$ cat src/rtl/timing_sensor_bank.sv
// Timing-sensor bank: N_SENS delay-line cells feeding a synchronised, masked,
// sticky alarm path with a saturating alarm-cycle counter and threshold interrupt.

module tsensor #(
    parameter int S_W = 32
) (
    input  logic           clk,
    input  logic           rst,
    input  logic [S_W-1:0] s,
    output logic           alarm
);
    // Flags a cycle in which the sensed bus moved since the previous edge.
    logic [S_W-1:0] s_q, s_d;
    logic           alarm_q, alarm_d;

    always_comb begin
        s_d     = s;
        alarm_d = |(s ^ s_q);
    end

    always_ff @(posedge clk or posedge rst) begin
        if (rst) begin
            s_q     <= '0;
            alarm_q <= 1'b0;
        end else begin
            s_q     <= s_d;
            alarm_q <= alarm_d;
        end
    end

    assign alarm = alarm_q;
endmodule

module tsensor_inv #(
    parameter int S_W = 32
) (
    input  logic           clk,
    input  logic           rst,
    input  logic [S_W-1:0] s,
    output logic           alarm
);
    // Inverted sense: flags a cycle in which the sensed bus failed to move.
    logic [S_W-1:0] s_q, s_d;
    logic           alarm_q, alarm_d;

    always_comb begin
        s_d     = s;
        alarm_d = ~|(s ^ s_q);
    end

    always_ff @(posedge clk or posedge rst) begin
        if (rst) begin
            s_q     <= '0;
            alarm_q <= 1'b0;
        end else begin
            s_q     <= s_d;
            alarm_q <= alarm_d;
        end
    end

    assign alarm = alarm_q;
endmodule

// state  | meaning
// ARMED  | irq low, waiting for alarm_count to reach a non-zero threshold
// ALERT  | irq high, held until clear or rst
module timing_sensor_bank #(
    parameter int          N_SENS   = 32,
    parameter int          S_W      = 32,
    parameter logic [63:0] INV_MASK = 64'h00000000FFFF0000,
    parameter int          CNT_W    = 16,
    parameter int          IDX_W    = 6
) (
    input  logic              clk,
    input  logic              rst,
    input  logic [S_W-1:0]    s,
    input  logic [N_SENS-1:0] en_mask,
    input  logic              test_mode,
    input  logic [N_SENS-1:0] test_alarm,
    input  logic [CNT_W-1:0]  threshold,
    input  logic              clear,
    output logic [N_SENS-1:0] alarm_sticky,
    output logic [CNT_W-1:0]  alarm_count,
    output logic [IDX_W-1:0]  first_ch,
    output logic              first_valid,
    output logic              irq
);
    typedef enum logic {
        ARMED = 1'b0,
        ALERT = 1'b1
    } state_t;

    logic [N_SENS-1:0] cell_alarm;
    logic [N_SENS-1:0] raw;

    for (genvar i = 0; i < N_SENS; i++) begin : g_cell
        if (INV_MASK[i]) begin : g_inv
            tsensor_inv #(.S_W(S_W)) u_cell (
                .clk   (clk),
                .rst   (rst),
                .s     (s),
                .alarm (cell_alarm[i])
            );
        end else begin : g_plain
            tsensor #(.S_W(S_W)) u_cell (
                .clk   (clk),
                .rst   (rst),
                .s     (s),
                .alarm (cell_alarm[i])
            );
        end
    end

    assign raw = test_mode ? test_alarm : cell_alarm;

    logic [N_SENS-1:0] sync1_q, sync1_d;
    logic [N_SENS-1:0] sync2_q, sync2_d;
    logic [N_SENS-1:0] sticky_q, sticky_d;
    logic [CNT_W-1:0]  count_q, count_d;
    logic [IDX_W-1:0]  first_q, first_d;
    logic              fvalid_q, fvalid_d;
    state_t            state_q, state_d;

    logic [N_SENS-1:0] sample;
    logic [CNT_W-1:0]  count_next;
    logic [IDX_W-1:0]  low_idx;

    always_comb begin
        sample = sync2_q & en_mask;

        count_next = count_q;
        if (sample != '0 && count_q != {CNT_W{1'b1}}) begin
            count_next = count_q + CNT_W'(1);
        end

        // Scan high to low so the lowest set bit wins.
        low_idx = '0;
        for (int i = N_SENS - 1; i >= 0; i--) begin
            if (sample[i]) begin
                low_idx = IDX_W'(i);
            end
        end
    end

    always_comb begin
        sync1_d  = raw;
        sync2_d  = sync1_q;
        sticky_d = sticky_q | sample;
        count_d  = count_next;
        first_d  = first_q;
        fvalid_d = fvalid_q;
        state_d  = state_q;

        if (!fvalid_q && sample != '0) begin
            first_d  = low_idx;
            fvalid_d = 1'b1;
        end

        case (state_q)
            ARMED: begin
                if (threshold != '0 && count_next >= threshold) begin
                    state_d = ALERT;
                end
            end
            ALERT: state_d = ALERT;
            default: state_d = ARMED;
        endcase

        // Clear wins over a coincident sample; sync stages keep running.
        if (clear) begin
            sticky_d = '0;
            count_d  = '0;
            first_d  = '0;
            fvalid_d = 1'b0;
            state_d  = ARMED;
        end
    end

    always_ff @(posedge clk or posedge rst) begin
        if (rst) begin
            sync1_q  <= '0;
            sync2_q  <= '0;
            sticky_q <= '0;
            count_q  <= '0;
            first_q  <= '0;
            fvalid_q <= 1'b0;
            state_q  <= ARMED;
        end else begin
            sync1_q  <= sync1_d;
            sync2_q  <= sync2_d;
            sticky_q <= sticky_d;
            count_q  <= count_d;
            first_q  <= first_d;
            fvalid_q <= fvalid_d;
            state_q  <= state_d;
        end
    end

    assign alarm_sticky = sticky_q;
    assign alarm_count  = count_q;
    assign first_ch     = first_q;
    assign first_valid  = fvalid_q;
    assign irq          = (state_q == ALERT);
endmodule

$ cat config.mk
export PLATFORM = sky130hd
export DESIGN_NAME = timing_sensor_bank
export DESIGN_NICKNAME = d
export VERILOG_FILES = /design/src/rtl/timing_sensor_bank.sv
export SDC_FILE = /design/constraint.sdc
export NUM_CORES = 1
export LEC_CHECK = 0
export BUFFER_PORTS_ARGS = -buffer_cell sky130_fd_sc_hd__buf_2
export CAP_MARGIN = 10
export CORE_UTILIZATION = 40
export CTS_CLUSTER_SIZE = 25
export DETAILED_ROUTE_END_ITERATION = 8
export GPL_TIMING_DRIVEN = 1
export HOLD_SLACK_MARGIN = 0.03
export SLEW_MARGIN = 20
export SYNTH_ARGS = -nofsm -noshare
export SYNTH_HDL_FRONTEND = slang
export SYNTH_SLANG_ARGS = --single-unit
$ cat constraint.sdc
create_clock -name clk -period 5.45 [get_ports clk]
set_input_delay 0.2725 -clock clk [delete_from_list [all_inputs] [get_ports clk]]
set_output_delay 0.2725 -clock clk [all_outputs]
set_load 0.1 [all_outputs]
==> metrics.txt <==
status=complete, no violations; Leak=4.22 nW; root buffer cell=clkbuf_16; min Tclk post-route=3.27 ns; Worst Path Required=5.71 ns; nature of the critical path startpoint=register; Post-Syn Nets=708; Hold Path Class=input pin to asynchronous set/reset pin; Max VDD drop=188 uV; pin count of the biggest net entering global routing=119; switching share of power=0.289; crit end category=register; H-Tree Depth=4; synthesis-stage register bit count=153; CP arrival=3.53 ns; Gate Count Post-Synth=575; via count of the first global-routing pass=5,070; Post-synth EDFFs=0; post-route insts no fill=1,006; Clock Latency Late Sink=0.42 ns; post_cts resized=0; yosys warns=0; WL met3=960 um; clock buffer depth=2; ys async rst share=1.00; Vias/cell=4.95; post-CTS repair timing setup buffer count=0; Synth cell types=56; row count=45; Overall Global Routing Usage=0.200; Starting Density=0.415; # Max-Cap Violations=0; GP Congestion=0.825; IO buf count=170; Setup CP Type=register to register; wire per inst=15.3 um; first-pass GRT wire length=25.0 mm; placed cells=941; Power Internal=0.00194 W; Fmax achieved=0.306 GHz; most common cell after layout, fill and taps aside=buf_2; Seq/Total Area, Yosys=0.597; drt initial violations=227; final setup skew=0.00618 ns; io pins=172; Detailed Route WL=15.4 mm; met2 wire length=7.44 mm; Final Max Slew Viols=0; Die ar.=16,500 um^2; final setup TNS=0 ns; CP max FO=8; layout cells sized above 1=0.276; sequential power share=0.450; DRC=0; die width=129 um; R2R depth=12; fillers=1,423; fin crit share=0.600; clock tree sinks=153; Worst-path clk slew=0.06 ns; Comb pwr share=0.150; GR Overflow Total=0; Final Util=0.541; switching power=0.000789 W; clock power share=0.400; DR vias=4,975; most frequent cells in the layout=buf_2, dfrtp_1, nand2_1; Fin. Hold Viols=0; CTS tree=yes; post-layout net count=914; CTS Buf Count=17; storage element area=3830 um^2; RR Startpoint=sync2_q[29]; die span in y=129 um; multi-input logic area=2430 um^2; Worst R2R Setup Slack=2.18 ns; pwr dens=327 nW/um^2; Worst Tran Pin Value=0.785 ns; core box area=15,400 um^2; Setup violations, final=0; Worst R2R End=irq; initial antenna violation count=1; number of routed nets with antenna violations=0; area grow syn2layout=30.3%; Synth Flop Type=dfrtp_1; slew margin rel.=0.477; Max Used Layer=met4; post-synth design cell area=6410 um^2; WL met1=6.78 mm; placed wire-length estimate=11.4 mm; DR pass1 iterations=4; unrepaired setup endpoints after global routing=false; syn_area_per_cell=11.1 um^2
timing repair:
action / CTS / global route
setup endpoints to repair: 0 / 0
hold endpoints to repair: 32 / 0
hold buffers: 32 / 0
worst max-delay path: stages (launching register included):
cell and delay, ns:
dfrtp_1 0.40, a22oi_1 0.27, nor4bb_2 0.52, and4_1 0.46, nor2_4 0.09, xnor2_1 0.19, ha_1 0.25, nand2b_1 0.14
a21o_1 0.17, a211oi_1 0.22, nor3_1 0.08, o31ai_1 0.21, a2111oi_0 0.12
area by class of cell:
type / count / area share
Clock buffer: 21 / 0.0563
Antenna cell: 1 / 0.000300
Timing Repair Buffer: 204 / 0.142
Inverter: 19 / 0.00944
Tap cell: 211 / 0.0316
Clock inverter: 11 / 0.0103
Multi-Input combinational cell: 386 / 0.291
Sequential cell: 153 / 0.458
flip-flops by register name (all words and copies together), names as in the netlist, 5 cells and up:
register and count:
sync1_q 32, first_ch 5, alarm_sticky 32, alarm_count 16, sync2_q 32, g_cell.g_inv.u_cell.s_q 32
power by group through the flow:
stage	Clock [W]	Combinational, W	Sequential, W
floorplan	0	0.000141	0.00138
global route	0.00117	0.000445	0.00124
finish	0.00109	0.000411	0.00123
detailed placement	0	0.000397	0.00125
CTS	0.00112	0.000416	0.00123
global placement	0	0.000391	0.00125
metal layers:
layer  global-route usage  up-vias
met3               0.0607       18
met4               0.0671        0
met5                    0        -
met2                0.334      138
li1                     -     2410
met1                0.248     2409
stage by stage:
step	hold slack (ns)	instance area, um^2	worst slack (ns)	power (W)
finish	0.00954	8350	2.18	0.00273
detailed placement	0.335	7470	2.13	0.00165
floorplan	0.304	6410	1.06	0.00152
global placement	0.333	7470	2.18	0.00164
CTS	0.0408	8350	2.13	0.00277
global route	0.0563	8350	1.80	0.00285
cell families after synthesis:
| family | Yosys count | synth area share |
|---|---|---|
| buffers and inverters | 36 | 0.0228 |
| DFF | 153 | 0.597 |
| and+or+nand+nor | 220 | 0.172 |
| muxes | 2 | 0.00410 |
| other | 1 | 0.000585 |
| xor gates and xnor gates | 47 | 0.0654 |
| adders and majority gates | 17 | 0.0332 |
| AOI/OAI and AO/OA | 99 | 0.105 |
cells in the mapped netlist (2+ instances only):
cell type,instances,area share
nand2_1,87,0.051
a22oi_1,8,0.0094
ha_1,17,0.033
and3_1,6,0.0059
o31ai_1,2,0.0023
a221oi_1,3,0.0041
nor3b_1,2,0.0023
nor4_1,9,0.0088
dfrtp_1,153,0.60
clkbuf_1,15,0.0088
nor3_1,8,0.0062
nand2b_1,3,0.0029
nand3_1,13,0.010
nor2b_1,13,0.013
o21bai_1,2,0.0023
nor2_1,48,0.028
nor4_4,2,0.0066
a32o_1,3,0.0047
nand4_1,15,0.015
xor2_1,13,0.018
xnor2_1,33,0.045
a22o_1,14,0.019
a211oi_1,4,0.0047
inv_1,19,0.011
and2_1,2,0.0020
o21ai_0,4,0.0031
a2111oi_0,2,0.0027
nor4_2,2,0.0039
a21oi_1,40,0.031
a31oi_1,2,0.0020
a21o_1,6,0.0070
worst max-delay path by stage:
stage / cells after the start / startpoint / slack (ns) / endpoint
after floorplan: 1 / rst / 1.06 / alarm_count[0]
after global placement: 12 / sync2_q[29] / 2.18 / irq
after detailed placement: 12 / sync2_q[29] / 2.13 / irq
after CTS: 12 / sync2_q[29] / 2.13 / irq
after global routing: 11 / sync2_q[29] / 1.80 / irq
final: 12 / sync2_q[29] / 2.18 / irq
No activity file was read; power rests on OpenSTA's default activity.
